<file path="src/rtl/axis_eth_fcs_check.sv">
// ---------------------------------------------------------------------------
// axis_eth_fcs_check
//
// Receive-side Ethernet FCS checker. Sits directly behind the MII nibble-to-
// byte converter in the same clock domain. It takes frame bytes from the
// destination MAC through the last FCS byte, runs CRC-32 over every byte,
// strips the 4 FCS bytes through a 4-deep delay FIFO and re-emits the
// payload. Frame status is reported on the last payload beat and as
// one-cycle statistics pulses.
//
// Handshake: valid-only streams. A beat transfers on every clock edge where
// tvalid=1. There is no tready on either side because the MII receive path
// cannot stall. Input beats may have idle gaps between them. An output beat
// is produced exactly one cycle after the input beat that pops it.
//
// Ports
//   clock, reset   single clock; synchronous active-high reset
//   saxis_tdata    received frame byte
//   saxis_tvalid   input byte valid
//   saxis_tuser    upstream error for this beat
//   saxis_tlast    last byte of the frame (last FCS byte)
//   maxis_tdata    frame byte with the FCS removed
//   maxis_tvalid   output byte valid
//   maxis_tuser    frame error; only meaningful together with maxis_tlast
//   maxis_tlast    last payload byte of the frame
//   stat_good      pulse: frame passed every check
//   stat_crc_err   pulse: FCS mismatch
//   stat_len_err   pulse: runt or oversize frame
//   stat_drop      pulse: frame of 4 bytes or fewer discarded
// ---------------------------------------------------------------------------
module axis_eth_fcs_check #(
  parameter int MIN_FRAME_LEN = 64,
  parameter int MAX_FRAME_LEN = 1518,
  parameter int LEN_WIDTH     = 11
) (
  input  logic       clock,
  input  logic       reset,
  input  logic [7:0] saxis_tdata,
  input  logic       saxis_tvalid,
  input  logic       saxis_tuser,
  input  logic       saxis_tlast,
  output logic [7:0] maxis_tdata,
  output logic       maxis_tvalid,
  output logic       maxis_tuser,
  output logic       maxis_tlast,
  output logic       stat_good,
  output logic       stat_crc_err,
  output logic       stat_len_err,
  output logic       stat_drop
);

  localparam logic [31:0] CRC_POLY    = 32'hEDB88320;
  localparam logic [31:0] CRC_INIT    = 32'hFFFFFFFF;
  // Register value after running the CRC over data plus its own FCS,
  // without the final inversion.
  localparam logic [31:0] CRC_RESIDUE = 32'hDEBB20E3;

  localparam logic [LEN_WIDTH-1:0] COUNT_MAX = '1;
  localparam logic [LEN_WIDTH-1:0] MIN_LEN   = LEN_WIDTH'(MIN_FRAME_LEN);
  localparam logic [LEN_WIDTH-1:0] MAX_LEN   = LEN_WIDTH'(MAX_FRAME_LEN);

  // One byte of the reflected CRC-32, LSB first.
  function automatic logic [31:0] crc_byte(input logic [31:0] crc,
                                           input logic [7:0]  data);
    logic [31:0] c;
    c = crc ^ {24'd0, data};
    for (int i = 0; i < 8; i++) begin
      c = c[0] ? ((c >> 1) ^ CRC_POLY) : (c >> 1);
    end
    return c;
  endfunction

  logic [31:0]          crc_q;
  logic [LEN_WIDTH-1:0] count_q;
  logic [2:0]           fill_q;
  logic                 error_sticky_q;
  logic [7:0]           fifo_q [0:3];  // fifo_q[0] is the oldest byte

  logic [31:0]          crc_next;
  logic [LEN_WIDTH-1:0] len_next;
  logic                 pop;
  logic                 crc_err;
  logic                 len_err;
  logic                 frame_err;

  always_comb begin
    crc_next  = crc_byte(crc_q, saxis_tdata);
    len_next  = (count_q == COUNT_MAX) ? count_q : count_q + 1'b1;
    // Once four bytes are held, every new byte pushes the oldest one out;
    // this is what keeps the trailing 4 FCS bytes from ever being emitted.
    pop       = (fill_q == 3'd4);
    crc_err   = (crc_next != CRC_RESIDUE);
    len_err   = (len_next < MIN_LEN) || (len_next > MAX_LEN);
    frame_err = crc_err | len_err | error_sticky_q | saxis_tuser;
  end

  always_ff @(posedge clock) begin
    if (reset) begin
      crc_q          <= CRC_INIT;
      count_q        <= '0;
      fill_q         <= 3'd0;
      error_sticky_q <= 1'b0;
      for (int i = 0; i < 4; i++) fifo_q[i] <= 8'd0;
      maxis_tdata    <= 8'd0;
      maxis_tvalid   <= 1'b0;
      maxis_tuser    <= 1'b0;
      maxis_tlast    <= 1'b0;
      stat_good      <= 1'b0;
      stat_crc_err   <= 1'b0;
      stat_len_err   <= 1'b0;
      stat_drop      <= 1'b0;
    end else begin
      // Outputs are single-cycle: cleared unless this edge produces a beat.
      maxis_tdata  <= 8'd0;
      maxis_tvalid <= 1'b0;
      maxis_tuser  <= 1'b0;
      maxis_tlast  <= 1'b0;
      stat_good    <= 1'b0;
      stat_crc_err <= 1'b0;
      stat_len_err <= 1'b0;
      stat_drop    <= 1'b0;

      if (saxis_tvalid) begin
        if (pop) begin
          maxis_tvalid <= 1'b1;
          maxis_tdata  <= fifo_q[0];
          for (int i = 0; i < 3; i++) fifo_q[i] <= fifo_q[i+1];
          fifo_q[3] <= saxis_tdata;
        end else begin
          fifo_q[fill_q[1:0]] <= saxis_tdata;
          fill_q              <= fill_q + 3'd1;
        end

        if (saxis_tlast) begin
          // Frame done: return to the idle state so a following beat,
          // even on the very next cycle, starts a fresh frame.
          crc_q          <= CRC_INIT;
          count_q        <= '0;
          fill_q         <= 3'd0;
          error_sticky_q <= 1'b0;
          if (pop) begin
            maxis_tlast  <= 1'b1;
            maxis_tuser  <= frame_err;
            stat_crc_err <= crc_err;
            stat_len_err <= len_err;
            stat_good    <= ~frame_err;
          end else begin
            // Four bytes or fewer: nothing was ever emitted for this frame.
            stat_drop <= 1'b1;
          end
        end else begin
          crc_q          <= crc_next;
          count_q        <= len_next;
          error_sticky_q <= error_sticky_q | saxis_tuser;
        end
      end
    end
  end

endmodule

</file>
<file path="config.mk">
export PLATFORM = sky130hd
export DESIGN_NAME = axis_eth_fcs_check
export DESIGN_NICKNAME = d
export VERILOG_FILES = /design/src/rtl/axis_eth_fcs_check.sv
export SDC_FILE = /design/constraint.sdc
export NUM_CORES = 1
export LEC_CHECK = 0
export CAP_MARGIN = 20
export CORE_MARGIN = 2
export CORE_UTILIZATION = 40
export DETAILED_ROUTE_END_ITERATION = 8
export SLEW_MARGIN = 20
export SYNTH_ARGS = -nofsm -noshare
export SYNTH_HDL_FRONTEND = slang
export SYNTH_SLANG_ARGS = --single-unit
</file>
<file path="constraint.sdc">
create_clock -name clock -period 6.3 [get_ports clock]
set_clock_uncertainty 0.05 [all_clocks]
set_input_delay 0.945 -clock clock [delete_from_list [all_inputs] [get_ports clock]]
set_output_delay 0.945 -clock clock [all_outputs]
set_load 0.01 [all_outputs]
</file>
==> results.cfg, run 1 <==
[power]
switching_power_mw = 0.711
p_leak_nw = 2.14
intPower_mw = 1.38
power.density_nw_per_um2 = 369
p_clk_share_pct = 26.1
switching_share_pct = 33.9
peakVddDrop_v = 0.000178
seqPwrFrac_pct = 35.5
comb_power_share_pct = 38.4

[finish]
nFillCells = 1157
diodes = 0
drive_gt1_share_pct = 9.32
synthToLayoutAreaGrowth_pct = 14.6
fin_cells = 683
finalNetCount = 529

[yosys]
avgSynthCellArea_sq_um = 10.1
synth_edf_count = 32
syn_area_sq_um = 4950
synth-seq-cells = 94
synth_nets = 510
synth.distinct_cells = 55
synthCells = 491
synthFlopType = dfxtp_1
synth_seq_area_share_pct = 44.5
yosys_warnings = 0
synthArstFlopShare_pct = 0

[sta]
grt_setup_unrepaired = false
fmax_mhz = 285
worst_pin_slew_ns = 1.07
tns_ns = 0
setup_viol = 0
hold_violations = 0
relSlewSlack_pct = 28.4
post-route-min-period_ns = 3.51
fin_crit_sh_pct = 55.7
final_max_slew_viol_count = 0

[place]
dp_hpwl_um = 7010
gp_congestion = 0.905
io_buffers = 27
dp_cells = 667

[worst_setup_path]
critPathLaunchType = input pin
worstSetupEndpointType = flop
criticalPathCategory = in -> reg
cp_max_fo = 6
regToRegSetupSlack_ns = 3.63
critPathArrivalTime_ns = 3.75
cp.required_ns = 6.54

[global_route]
use_met3_pct = 4.85
grt_pass1_wl_um = 16800
grt_max_degree = 80
grt_usage_pct = 16.4
grt_use_met1_pct = 21.5
grt_pass1_vias = 3273
grt_antenna_before_repair = 0
gr-usage-met2_pct = 25.3
grt.overflow.total = 0
busiest_layer = met2

[floorplan]
die_area_sq_um = 13300
die_w_um = 115
dieHeight_um = 115
start_util_pct = 41.1
core_sq_um = 12100
rows = 40
num_io_pins = 28

[job]
maxCapViolCount = 0

[hold_path]
hp-class = reg -> reg

[drt]
remaining_drc_errors = 0
ant_nets = 0
drt-pass1-iter-count = 4
drt-wirelength-per-cell_um = 14.8
drt_iter0_drc = 231
vias_per_cell = 5.11
via_count = 3487
totalWireLength_um = 10100

[cts]
clk_latency_ns = 0.35
cts_sinks = 94
cts_setup_buffers = 0
clk_path_buf_depth = 2
clockRootBuffer = clkbuf_16
cts_tree = built
clk_pin_slew_ns = 0.07
cts_inserted_buffers = 9
cts_max_level = 3
postCtsHoldBufs = 0
cts_resized = 0

[status]
status = finished, final reports clean
synth_stat cells (11+ instances only):
master / n / area (sq um)
nand2_1: 69 / 259
dfxtp_1: 62 / 1240
o21ai_0: 44 / 220
xnor2_1: 36 / 315
edfxtp_1: 32 / 961
nor2_1: 28 / 105
a22o_1: 24 / 210
clkbuf_1: 21 / 78.8
a21oi_1: 19 / 95.1
xor2_1: 17 / 149
and2_1: 13 / 81.3
nor2b_1: 11 / 68.8
cells in the final DEF, fill, tap and decap left out, drive strengths merged, types with 2 or more instances in the layout:
cell,Yosys,final
xnor3,9,9
a41oi,2,2
clkinv,0,2
and3,4,4
a31oi,2,2
nand3,8,8
buf,2,5
and2,13,13
ha,6,6
nand2b,5,5
a21o,2,2
nand2,69,69
inv,8,9
a31o,3,3
nor3,4,4
nor4,2,2
clkinvlp,0,2
o21ai,44,44
xor2,19,19
nor2b,11,11
or4,2,2
nor3b,3,3
or3,2,2
xnor2,47,47
clkdlybuf4s50,0,26
nand4,4,4
or2,7,7
a211oi,5,5
dfxtp,62,62
clkbuf,21,10
a22oi,2,2
mux2i,8,8
edfxtp,32,32
nor2,28,28
a21oi,19,19
a22o,24,24
final timing paths:
path | startpoint | to | cells past startpoint
max | saxis_tdata[6] | stat_good | 9
max reg2reg | crc_q[6] | stat_good | 8
min reg2reg | fifo_q[0][5] | maxis_tdata[5] | 1
min | fifo_q[0][5] | maxis_tdata[5] | 1
worst max-delay path, cell delays in order:
cell	delay [ns]
clkdlybuf4s50_1	0.56
xnor2_2	0.51
xnor2_2	0.19
inv_2	0.11
or4_4	0.54
a211oi_2	0.18
o2111ai_1	0.23
a2111oi_4	0.29
and3_1	0.19
metal layers:
layer | vias up | wire length, um
met1 | 1642 | 4800
met3 | 18 | 435
met2 | 69 | 4640
met4 | 0 | 225
li1 | 1758 | -
met5 | - | 0
sequential cells by signal, summed over array words and instances (netlist names), 3 cells and up:
name / cells
count_q: 11
fill_q: 3
maxis_tdata: 8
fifo_q: 32
crc_q: 32
power by group through the flow:
stage               Sequential [mW]  Clock, mW  Combinational (mW)
CTS                           0.743      0.566               0.807
detailed placement            0.756          0               0.798
global route                  0.749      0.589               0.896
floorplan                     0.741          0               0.657
finish                        0.743      0.547               0.805
global placement              0.754          0               0.802
logic make-up (layout without fill, tap and decap cells):
| logic type | after synthesis | in the layout | share of synthesized area (%) |
|---|---|---|---|
| multiplexers | 9 | 9 | 1.84 |
| AO/OA/AOI/OAI | 109 | 109 | 14.6 |
| adder cells (fa/ha/maj) | 7 | 7 | 1.72 |
| XOR/XNOR | 76 | 76 | 18.9 |
| flip-flops | 94 | 94 | 44.5 |
| AND/OR/NAND/NOR | 165 | 165 | 16.1 |
| buffers and inverters | 31 | 55 | 2.37 |
metrics by stage:
step                cell area, sq um  setup slack, ns  power [mW]  hold WS, ns  utilization, %
global placement                5380             2.50        1.56        0.377            44.6
detailed placement              5380             2.46        1.55        0.375            44.6
CTS                             5680             2.82        2.12        0.391            47.1
floorplan                       4950             3.32        1.40        0.370               -
finish                          5680             2.79        2.10        0.390            47.1
global route                    5680             2.67        2.23        0.401            47.1
area by class of cell:
type / instances / area (sq um) / share of cell area, %
sequential: 94 / 2200 / 38.8
timing repair buffer: 31 / 295 / 5.20
tap: 168 / 210 / 3.70
inverter: 8 / 30.0 / 0.529
multi-input combinational: 366 / 2640 / 46.5
clock buffer: 10 / 229 / 4.03
clock inverter: 6 / 71.3 / 1.26
Note: power is estimated with default switching activity, not from simulation.
==> inputs of run 2 (changes only) <==
==> constraint.sdc (replaced) <==
create_clock -name clock -period 3.55 [get_ports clock]
set_clock_uncertainty 0.05 [all_clocks]
set_input_delay 0.5325 -clock clock [delete_from_list [all_inputs] [get_ports clock]]
set_output_delay 0.5325 -clock clock [all_outputs]
set_load 0.01 [all_outputs]
==> run 2 against run 1 <==
Combinational power up 85%. Flip-flop and latch count unchanged. First-iteration DRC count up 6.1%. Clock power up 71%. Core utilization up 0.67 points. Highest routed layer unchanged. Wire length up 5.7%. Count of clock-buffer cells in the layout unchanged. Critical path depth unchanged. Non-clock buffer count up 13. Register-to-register slack worse by 2.7 ns. Final cell count up 1.9%.
==> results.cfg, run 2 (synthesized netlist as in run 1, its figures left out) <==
[status]
status = finished, final reports clean

[finish]
final_common_cell = nand2_1
fin_area_sq_um = 5760
diodes = 0
drive_gt1_share_pct = 11.6
synthToLayoutAreaGrowth_pct = 16.3
nFillCells = 1124
top_regs = crc_q: 32 flops, fifo_q: 32 flops, count_q: 11 flops
final_cell_mix = 69 x nand2_1, 62 x dfxtp_1, 44 x o21ai_0
finalNetCount = 542

[power]
finalPower_mw = 3.74
switching_power_mw = 1.30
seqPwrFrac_pct = 35.3
intPower_mw = 2.44
comb_power_share_pct = 39.8
peakVddDrop_v = 0.000315
switching_share_pct = 34.8
p_clk_share_pct = 24.9
p_leak_nw = 2.20
power.density_nw_per_um2 = 650

[cts]
cts_setup_buffers = 0
cts_max_level = 3
clk_latency_ns = 0.35
clockRootBuffer = clkbuf_16
cts_tree = built
cts_inserted_buffers = 9
cts_resized = 0
clk_pin_slew_ns = 0.07
clk_path_buf_depth = 2
postCtsHoldBufs = 0
cts_sinks = 94

[floorplan]
die_w_um = 115
dieHeight_um = 115
rows = 40
start_util_pct = 41.1
core_sq_um = 12100
die_area_sq_um = 13300
num_io_pins = 28

[sta]
fin_crit_sh_pct = 83.1
setup_viol = 0
relSlewSlack_pct = 43.2
post-route-min-period_ns = 2.95
tns_ns = 0
setup_slack_ns = 0.600
fin_hold_ws_ns = 0.395
worst_pin_slew_ns = 0.851
grt_setup_unrepaired = false
final_max_slew_viol_count = 0
fmax_mhz = 339
hold_violations = 0

[drt]
via_count = 3540
vias_per_cell = 5.09
drt-pass1-iter-count = 4
totalWireLength_um = 10700
drt_iter0_drc = 245
ant_nets = 0
drt-wirelength-per-cell_um = 15.3
remaining_drc_errors = 0

[worst_setup_path]
regToRegStartpoint = crc_q[5]
worstSetupEndpointType = flop
critPathArrivalTime_ns = 3.19
cp_max_fo = 5
crit_start = saxis_tdata[1]
cp.required_ns = 3.79
critPathLaunchType = input pin
regToRegSetupSlack_ns = 0.94
criticalPathCategory = in -> reg

[hold_path]
hp-start = fifo_q[0][0]
hp-class = reg -> reg

[place]
dp_hpwl_um = 7480
gp_congestion = 0.884
placed_area_sq_um = 5470
io_buffers = 27
post-place-ws_ns = 0.247

[global_route]
grt_pass1_vias = 3469
grt_usage_pct = 17.5
grt_antenna_before_repair = 0
grt_max_degree = 62
grt_pass1_wl_um = 18000
grt.overflow.total = 0

[job]
maxCapViolCount = 0
==> run 2: changes by cell type in the layout (fill, tap and decap cells not counted) <==
| cell | change |
|---|---|
| clkinv_4 | -1 |
| inv_8 | +2 |
| bufinv_16 | -1 |
| buf_4 | +13 |
==> run 2: layout make-up <==
type                    instances  area [sq um]  area share, %
clock buffers                  10           229           3.98
clock inverters                 6          55.1          0.956
inverters                       8          30.0          0.522
multi-input cells             366          2640           45.8
flip-flops and latches         94          2200           38.2
well taps                     168           210           3.65
repair buffers                 44           393           6.82
==> run 2: layer usage <==
layer | vias up | share of wire [%] | wire, um | GRT usage (%)
li1 | 1779 | - | - | -
met2 | 60 | 48 | 5080 | 28.5
met5 | - | 0 | 0 | 0
met3 | 10 | 3.5 | 377 | 3.90
met4 | 0 | 1.2 | 127 | 5.30
met1 | 1691 | 48 | 5080 | 23.3
==> run 2: power by group through the flow <==
| stage | sequential [mW] | combinational (mW) | clock [mW] |
|---|---|---|---|
| finish | 1.32 | 1.49 | 0.933 |
| global route | 1.33 | 1.66 | 1.00 |
| CTS | 1.32 | 1.51 | 0.964 |
| detailed placement | 1.34 | 1.50 | 0 |
| global placement | 1.34 | 1.50 | 0 |
| floorplan | 1.31 | 1.17 | 0 |
==> run 2: through the flow <==
step | instances | util (%)
6_report | 696 | 47.7
5_1_grt | 696 | 47.7
4_1_cts | 696 | 47.7
3_5_place_dp | 680 | 45.4
3_3_place_gp | 680 | 45.4
2_1_floorplan | 491 | -
==> run 2: worst max-delay path: stages <==
cell and delay (ns):
clkdlybuf4s50_1 0.55, xnor2_2 0.41, buf_4 0.21, xnor2_2 0.16, xor2_1 0.30, mux2i_1 0.27, nand4_1 0.17, a2111oi_4 0.38
and3_1 0.20
==> run 2: final timing paths <==
kind	cells after the start	end
setup reg to reg	7	stat_good
setup / recovery	9	stat_good
hold reg to reg	1	maxis_tdata[0]
hold / removal	1	maxis_tdata[0]
==> inputs of run 3 (changes only) <==
==> constraint.sdc (replaced) <==
create_clock -name clock -period 2.5 [get_ports clock]
set_clock_uncertainty 0.05 [all_clocks]
set_input_delay 0.375 -clock clock [delete_from_list [all_inputs] [get_ports clock]]
set_output_delay 0.375 -clock clock [all_outputs]
set_load 0.01 [all_outputs]
==> run 3 against run 2 <==
Combinational power is 91% higher. Via count is 7.0% higher. Clock power is 43% higher. Critical path type is now reg -> reg.
==> results.cfg, run 3 (synthesized netlist as in run 1, its figures left out) <==
[status]
status = finished, final reports clean

[global_route]
grt_pass1_wl_um = 18400
grt_usage_pct = 17.8
grt_max_degree = 59
grt_pass1_vias = 3802
grt.overflow.total = 0
grt_antenna_before_repair = 0

[cts]
clk_path_buf_depth = 2
cts_max_level = 3
cts_sinks = 94
cts_inserted_buffers = 9
clk_pin_slew_ns = 0.07
clk_latency_ns = 0.35
clockRootBuffer = clkbuf_16
cts_tree = built

[sta]
fmax_mhz = 413
hold_violations = 0
final_max_slew_viol_count = 0
setup_viol = 0
fin_crit_sh_pct = 96.8
worst_pin_slew_ns = 0.869
relSlewSlack_pct = 41.6
grt_setup_unrepaired = true
post-route-min-period_ns = 2.42
fin_hold_ws_ns = 0.390

[floorplan]
num_io_pins = 28
core_sq_um = 12100
start_util_pct = 41.1
die_w_um = 115
rows = 40
die_area_sq_um = 13300
dieHeight_um = 115

[finish]
drive_gt1_share_pct = 24.5
fin_cells = 761
diodes = 0
top_regs = crc_q: 32 flops, fifo_q: 32 flops, count_q: 11 flops
nFillCells = 1066
multiInputGateArea_sq_um = 2770
regArea_sq_um = 2220
synthToLayoutAreaGrowth_pct = 29.8
final_cell_mix = 77 x buf_4, 69 x nand2_1, 56 x dfxtp_1
final_common_cell = buf_4
finalNetCount = 607

[job]
maxCapViolCount = 0

[drt]
vias_per_cell = 4.98
drt-wirelength-per-cell_um = 14.5
remaining_drc_errors = 0
via_count = 3789
drt_iter0_drc = 313
drt-pass1-iter-count = 5
totalWireLength_um = 11000
ant_nets = 0

[worst_setup_path]
regToRegSetupSlack_ns = 0.08
critPathLaunchType = flop
r2r-end = stat_good
cp.required_ns = 2.74
critPathArrivalTime_ns = 2.66
r2r_cells = 8
cp_max_fo = 4
criticalPathCategory = reg -> reg
regToRegStartpoint = crc_q[0]
worstSetupEndpointType = flop

[hold_path]
hold_depth = 1
hp-class = reg -> reg
hp-start = fifo_q[0][2]
hold_path_end = maxis_tdata[2]

[place]
dp_hpwl_um = 7910
dp_cells = 729
io_buffers = 27
gp_congestion = 0.926

[power]
peakVddDrop_v = 0.000689
power.density_nw_per_um2 = 942
finalPower_mw = 6.05
p_leak_nw = 2.59
## run 3: cell count changes in the layout (fill, tap and decap cells not counted), moves of 3 or more
cell and change:
xnor2_4 +5, dfxtp_2 +3, dfxtp_1 -6, clkdlybuf4s50_1 -8, buf_12 +3, dlygate4sd2_1 +6, dfxtp_4 +3, buf_4 +60
xnor2_1 -5
## run 3: what timing repair did
action	4_1_cts	5_1_grt
pin swaps	14	15
endpoints found under the setup margin	3	3
hold endpoints to repair	0	0
buffers inserted	11	5
hold buffers	0	0
resized for setup	19	22
## run 3: worst max path at each step
stage / startpoint / depth (start not counted) / slack [ns] / endpoint
after floorplan: saxis_tdata[6] / 8 / 0.09 / stat_good
after global placement: saxis_tdata[4] / 8 / -0.52 / stat_good
after detailed placement: saxis_tdata[6] / 10 / -0.60 / stat_good
after CTS: crc_q[6] / 8 / 0.009 / stat_good
after global routing: crc_q[0] / 8 / -0.03 / stat_good
final: crc_q[0] / 8 / 0.08 / stat_good
## run 3: where the power goes
part	switching (mW)	total (mW)	internal, mW
sequential	0.147	1.89	1.74
combinational	1.25	2.84	1.59
clock	0.611	1.33	0.717
total	2.01	6.05	4.05
## run 3: per-layer routing
| layer | track usage, % | vias up | routed length, um |
|---|---|---|---|
| li1 | - | 1909 | - |
| met1 | 21.8 | 1806 | 4990 |
| met2 | 30.3 | 56 | 5400 |
| met3 | 4.53 | 18 | 381 |
| met4 | 6.35 | 0 | 232 |
| met5 | 0 | - | 0 |
## run 3: cell type report
class / count / share of cell area [%]
well taps: 168 / 3.27
clock inverters: 6 / 0.778
repair buffers: 109 / 14.2
inverters: 8 / 0.467
clock buffers: 10 / 3.72
flip-flops and latches: 94 / 34.5
multi-input cells: 366 / 43.1
## run 3: metrics by stage
stage / util [%] / cell area [sq um] / worst slack [ns] / setup TNS (ns)
finish: 53.3 / 6430 / 0.0794 / 0
global route: 53.3 / 6430 / -0.0324 / -0.0324
CTS: 52.2 / 6300 / 0.00926 / 0
detailed placement: 48.5 / 5850 / -0.595 / -2.27
global placement: 48.5 / 5850 / -0.519 / -1.82
floorplan: - / 4950 / 0.0864 / 0
## run 3: critical path: stages (launching register included)
cell and delay, ns:
dfxtp_4 0.41, xor2_4 0.23, xnor2_2 0.16, inv_2 0.05
or4_4 0.54, a211oi_2 0.23, o2111ai_2 0.18, a2111oi_4 0.32
and3_1 0.21
